==> src/rtl/serial_tx_scheduler.sv <==
// serial_tx_scheduler: round-robin arbiter sharing one LSB-first serial lane between M word sources
module serial_tx_scheduler #(
  parameter int N = 8,
  parameter int M = 4,
  parameter int DIV_W = 8,
  localparam int CW = $clog2(M)
) (
  input  logic           clk,
  input  logic           reset,
  input  logic [M-1:0]   req_valid,
  input  logic [M*N-1:0] req_data,
  output logic [M-1:0]   req_ready,
  input  logic [DIV_W-1:0] div,
  output logic           sdata,
  output logic           bit_strobe,
  output logic           frame,
  output logic [CW-1:0]  chan,
  output logic           busy
);
  localparam int BW = $clog2(N);
  localparam logic [0:0] IDLE = 1'b0;
  localparam logic [0:0] SHIFT = 1'b1;
  logic [0:0] state;
  logic [N-1:0] shreg;
  logic [BW-1:0] bcnt;
  logic [DIV_W-1:0] pcnt;
  logic [DIV_W-1:0] dlat;
  logic [CW-1:0] rr;
  logic [CW-1:0] gidx;
  logic found;
  logic bit_end;
  logic win;
  logic xfer;
  assign bit_end = pcnt == dlat;
  assign win = state == IDLE || (bit_end && bcnt == BW'(N - 1));
  assign xfer = |req_ready;
  assign sdata = state == SHIFT && shreg[0];
  assign bit_strobe = state == SHIFT && pcnt == '0;
  assign frame = state == SHIFT && bcnt == '0;
  assign busy = state == SHIFT;
  // rotating priority search starting at rr
  always_comb begin
    found = 1'b0;
    gidx = '0;
    for (int k = 0; k < M; k++) begin
      if (!found && req_valid[(int'(rr) + k) % M]) begin
        found = 1'b1;
        gidx = CW'((int'(rr) + k) % M);
      end
    end
    req_ready = (win && found && !reset) ? {{(M-1){1'b0}}, 1'b1} << gidx : '0;
  end
  always_ff @(posedge clk or posedge reset) begin
    if (reset) begin
      state <= IDLE;
      shreg <= '0;
      bcnt <= '0;
      pcnt <= '0;
      dlat <= '0;
      rr <= '0;
      chan <= '0;
    end else if (xfer) begin
      state <= SHIFT;
      shreg <= req_data[gidx*N +: N];
      dlat <= div;
      chan <= gidx;
      rr <= CW'((int'(gidx) + 1) % M);
      bcnt <= '0;
      pcnt <= '0;
    end else if (state == SHIFT) begin
      pcnt <= bit_end ? '0 : pcnt + 1'b1;
      if (bit_end) begin
        shreg <= shreg >> 1;
        bcnt <= bcnt + 1'b1;
        state <= bcnt == BW'(N - 1) ? IDLE : SHIFT;
      end
    end
  end
endmodule
==> config.mk <==
export PLATFORM = sky130hd
export DESIGN_NAME = serial_tx_scheduler
export DESIGN_NICKNAME = d
export VERILOG_FILES = /design/src/rtl/serial_tx_scheduler.sv
export SDC_FILE = /design/constraint.sdc
export NUM_CORES = 1
export LEC_CHECK = 0
export CAP_MARGIN = 25
export CORE_MARGIN = 10
export CORE_UTILIZATION = 45
export DETAILED_ROUTE_END_ITERATION = 16
export PLACE_DENSITY_LB_ADDON = 0.3
export SLEW_MARGIN = 10
export SYNTH_ARGS = -nofsm -noshare
export SYNTH_HDL_FRONTEND = slang
export SYNTH_SLANG_ARGS = --single-unit
==> constraint.sdc <==
create_clock -name clk -period 2.65 [get_ports clk]
set_clock_uncertainty 0.15 [all_clocks]
set_input_delay 0.53 -clock clk [delete_from_list [all_inputs] [get_ports clk]]
set_output_delay 0.53 -clock clk [all_outputs]
set_load 0.005 [all_outputs]
### Word level (Yosys, flattened, before mapping)

Cells that the tools add are included.

* logic and storage cells: 81
* register bits: 32
* input bits: 46
* output and inout port bits: 10

* $add $sub $neg: 6
* bitwise operators: 4
* reductions and logical operators: 23
* magnitude comparators: 4
* eq/ne operators: 2
* mux-type cells: 33
* shift-type cells: 2

Operators with widths (number)
* $mux 8: 6
* $shiftx 32x6->8: 1
* $mux 1: 15
* $lt 3x4->1 const B: 3
* $logic_and 1x1->1: 9
* $mux 3: 3
* $add 8x1->8 const B: 1
* $bmux 1 s2: 4
* $eq 8x8->1: 1
* $logic_not 8->1: 1
* $mux 2: 4
* $reduce_or 2->1: 3
* $add 2x1->2 const B: 2
* $add 2x2->2 const B: 2
* $logic_not 1->1: 4
* $mux 4: 1
* $reduce_bool 2->1: 2
* $reduce_or 4->1: 1
* $shl 1x2->4 const A: 1
* $add 3x1->3 const B: 1
* $and 1x1->1 const A: 3
* $eq 3x3->1 const B: 1
* $logic_not 3->1: 1
* $lt 2x3->1 const B: 1
* 3 further kinds: 3

### Depth between registers and ports, before layout

Gate-level depths: netlist of run 1.

* word-level depth: 20
* mapped depth: 12
* mapped depth without buffers: 10

### Worst setup path after synthesis of run 1

OpenSTA, ideal clock, no wires.

* path type: input to register
* start point: input req_valid[2]
* end point: register dlat[3]
* cell stages on the path: 11
* buffers on the path: 2
* library setup time: 125 ps
* setup slack: -392 ps
* required time: 2375 ps
* arrival: 2767 ps
* path through: and2b_1 -> a21o_1 -> a211oi_4 -> inv_2 -> buf_6 -> ha_1 -> nor4_1 -> or3_1 -> nor2_1 -> buf_4 -> mux2_2

* elaborated cells on any way between the ends: 30
* those cells by class: shift (1); mux (20); reduce/logical (9)

RTL lines
* from (decl): RTL line 10 `input logic [M-1:0] req_valid,`
* $bmux 1 s2: RTL line 46 `if (!found && req_valid[(int'(rr) + k) % M]) begin`
* $mux 1 (implied by the code): RTL line 46
* $mux 1: RTL line 46
* $logic_not 1->1: RTL line 46
* $logic_and 1x1->1: RTL line 46
* $mux 1: RTL line 46
* $logic_not 1->1: RTL line 46
* $logic_and 1x1->1: RTL line 46
* $mux 1: RTL line 46
* $logic_not 1->1: RTL line 46
* $logic_and 1x1->1: RTL line 46
* $mux 2 *: RTL line 46
* via gidx[0]: RTL line 29 `logic [CW-1:0] gidx;`
* $shl 1x2->4 *: RTL line 51 `req_ready = (win && found && !reset) ? {{(M-1){1'b0}}, 1'b1} << gidx : '0;`
* $mux 4 *: RTL line 51
* $reduce_or 4->1 *: RTL line 36 `assign xfer = |req_ready;`
* to (signal assigned): RTL line 65 `dlat <= div;`
* to (decl): RTL line 27 `logic [DIV_W-1:0] dlat;`

The timed path passes the listed nets; every way through them passes the cells marked *. The select of a mux whose other input is x is not followed.
A chain may end at the register's enable or synchronous reset.

### Worst setup path after layout of run 1

* start point: register rr[0]
* end point: register pcnt[4]

* elaborated cells on any way between the ends: 35
* those cells by class: add/sub (3); shift (1); mux (21); reduce/logical (10)

RTL lines
* from (decl): RTL line 28 `logic [CW-1:0] rr;`
* from (signal assigned): RTL line 67 `rr <= CW'((int'(gidx) + 1) % M);`
* $add 2x1->2 or $bmux 1 s2 (tied branches): RTL line 46, 48
* $bmux 1 s2 or $mux 1 (tied branches): RTL line 46
* $mux 1 (implied by the code): RTL line 46
* $mux 1 (implied by the code) or $logic_not 1->1 (tied branches): RTL line 46
* $logic_and 1x1->1: RTL line 46
* $mux 1: RTL line 46
* $logic_not 1->1: RTL line 46
* $logic_and 1x1->1: RTL line 46
* $mux 1: RTL line 46
* $logic_not 1->1: RTL line 46
* $logic_and 1x1->1: RTL line 46
* $mux 2 *: RTL line 46
* via gidx[0]: RTL line 29
* $shl 1x2->4 *: RTL line 51
* $mux 4 *: RTL line 51
* $reduce_or 4->1 *: RTL line 36
* $mux 8 or $reduce_bool 2->1 (tied branches)
* to (signal assigned): RTL line 71 `pcnt <= bit_end ? '0 : pcnt + 1'b1;`
* to (decl): RTL line 26 `logic [DIV_W-1:0] pcnt;`

Marked as above.

==> out/metrics.csv, run 1 <==
metric,value,unit
Die Span Y,90.5,microns
area grow syn2layout,53.8,%
ys flop type,dfrtp_1,
largest net degree at the start of global routing,33,
Core Box Area,0.00479,sq mm
clk slew on worst S/H paths,0.06,ns
Post-Syn Area,0.00224,sq mm
drt wl/cell,17.0,microns
CTS tree,yes,
"Buf+Inv Stages, Crit Path",2,
fin crit period,2.87,ns
reg-to-reg setup timing slack,-0.22,ns
main area contributors after synthesis,"dfrtp_1 36%, mux2_2 5.5%, o21a_1 5.4%, a211oi_2 5.0%, ha_1 5.0%",
first-pass GRT wire length,11.0,mm
Levels on crit path,11,
asr flop ratio synth,1.00,
Power Density,732,mW/mm^2
Rel. slew slack,0.613,
Reg-to-Reg Start,rr[0],
Synth Register Bits,32,
grt total ovfl,0,
TNS Setup,-4.26,ns
Initial Util,0.468,
Final GP Congestion,0.870,
"Seq/Total Area, Yosys",0.358,
post-synthesis cell count,226,
Max Root-Sink Buffers,2,
vias,2139,
"critical path, cell by cell",and2b_2 > a21o_1 > a211oi_4 > ha_2 > buf_6 > nor4_4 > or3_4 > buf_6 > and2_4 > a21o_1 > a22o_1,
RSZ-0062 raised after global routing,yes,
crit-path max FO,8,
slowest library cell on the worst path,or3_4,
Yosys warning total,0,
Worst-Skew Late Latency,0.28,ns
M1 WL,2.72,mm
"commonest non-fill, non-tap cell in the layout",clkdlybuf4s50_1,
Worst Hold Path EP,chan[0],
hold wc startpoint,chan[0],
root buf cell,clkbuf_8,
Top-Level Pins,56,
row count,25,
fin nets,374,
CP Launch Point,rr[0],
syn avg cell area,9.90,sq um
fin crit share,1.08,
peak supply drop,0.000428,V
worst hold path class,reg2reg,
post-synth cell types,47,
die width,90.5,microns
1st-iter DRT viols,82,
Worst EP arrival,2.89,ns
fmax,349,MHz
share of layout cells above drive strength 1,0.366,
# DRC,0,
Final Max Tran Viols,0,
status,"complete, but fails checks",
Hold Path Depth,2,
"commonest cells after routing, fill and taps aside","46 x clkdlybuf4s50_1, 37 x buf_4, 32 x dfrtp_1",
CP Launch Type,register,
P_leak,1.45,nW
drt via density,5.57,
PortBufs,55,
post-DP HPWL,4.62,mm
met2 wire length,3.27,mm
CTS hold repair buffers,0,
CTS Buf Count,5,
Reg2Reg Depth,11,
Yosys top cell by area,dfrtp_1,
CP required,2.67,ns
Post-Syn Nets,281,
Max-Cap Viols,0,
Final Hold Viols,0,
DR top layer,met4,
CP top delay family,compound AO/OA/AOI/OAI gates,
drt first pass iters,4,
crit end category,register,
worst-margin pin slew,0.575,ns
Num Clock Sinks,32,
Overall Global Routing Usage,0.158,
Synth top area share,0.358,
antenna cells,0,
"antenna viol nets, final",0,
Final Util,0.719,
final WL,6.53,mm
met3 routed WL,379,microns
DIE AREA,0.00820,sq mm
final setup violation count,34,
CP peak stage delay,0.40,ns
Post-synth EDFFs,0,
worst setup margin,-0.218,ns
initial antenna violation count,0,
WS Path Type,reg2reg,
RR Endpoint,pcnt[4],
vias in the first global route,2285,
maximum level of the CTS H-tree,2,
failing checks,negative setup slack,
## synthesized netlist by cell type (5+ instances only)
cell type	instances
dfrtp_1	32
o21a_1	16
inv_1	15
mux2_2	11
xnor2_1	10
a211oi_1	9
a211oi_2	9
ha_1	9
nor2_1	8
nor4_1	8
o21ai_0	8
o31ai_1	8
clkbuf_1	7
and2_1	6
nand2_1	6
o22ai_1	6
a31oi_1	5
nand3_1	5
## cells by family (layout without fill, tap and decap cells)
| logic type | Yosys count | after routing | synth area share |
|---|---|---|---|
| multiplexers | 14 | 14 | 0.0688 |
| flip-flops | 32 | 32 | 0.358 |
| AO/OA/AOI/OAI | 78 | 78 | 0.288 |
| adder cells (fa/ha/maj) | 9 | 9 | 0.0503 |
| XOR/XNOR | 11 | 11 | 0.0430 |
| buffers and inverters | 31 | 122 | 0.0637 |
| AND/OR/NAND/NOR | 51 | 51 | 0.129 |
## worst reg2reg max path: stages, from the launching register on
cell	delay, ns
dfrtp_1	0.37
and2b_2	0.23
a21o_1	0.18
a211oi_4	0.35
ha_2	0.27
buf_6	0.10
nor4_4	0.04
or3_4	0.40
buf_6	0.14
and2_4	0.16
a21o_1	0.16
a22o_1	0.20
## through the flow
stage               power, mW  worst slack (ns)  hold slack (ns)  std cells  area (sq um)
floorplan                1.55            -0.261            0.334        226          2300
global placement         1.91            -0.533            0.363        363          3070
detailed placement       1.96            -0.624            0.368        363          3070
CTS                      2.39            -0.143            0.380        381          3320
global route             2.71            -0.327            0.389        384          3440
finish                   2.52            -0.218            0.376        384          3440
## report_power, final
part           switching, mW  total, mW  leakage, nW  internal, mW
clock network          0.163      0.332       0.0359         0.169
registers              0.114      0.778        0.398         0.664
logic                  0.686       1.41         1.01         0.724
## worst max path at each step
stage                   end
2_1_floorplan       pcnt[4]
3_3_place_gp   req_ready[0]
3_5_place_dp       shreg[2]
4_1_cts             dlat[3]
5_1_grt             pcnt[4]
6_report            pcnt[4]
## state kept, by name, summed over array words and instances (netlist names)
signal  flops
shreg       8
rr          2
chan        2
busy        1
bcnt        3
pcnt        8
dlat        8
## layer usage
metal	vias up	track usage
met4	0	0.0650
li1	1025	-
met2	83	0.264
met3	14	0.0432
met1	1017	0.185
met5	-	0
## layout make-up
class                           count  area [sq um]
Sequential cell                    32           801
Tap cell                           67          83.8
Multi-Input combinational cell    163          1510
Timing Repair Buffer              100           911
Fill cell                         368          1340
Inverter                           17          66.3
Clock buffer                        5          68.8
## what timing repair did
action | CTS | global route
setup buffers | 12 | 6
setup endpoints to repair | 37 | 36
pin swaps | 13 | 11
gates resized for setup | 44 | 36
hold endpoints to repair | 0 | 0
gates cloned | 1 | 0
(Power assumes the default switching activity.)
==> run 2: changes to the inputs <==
- CTS_CLUSTER_SIZE: default -> 8
==> results of run 2 <==
Final layout, timing and power as in run 1 (identical DEF).
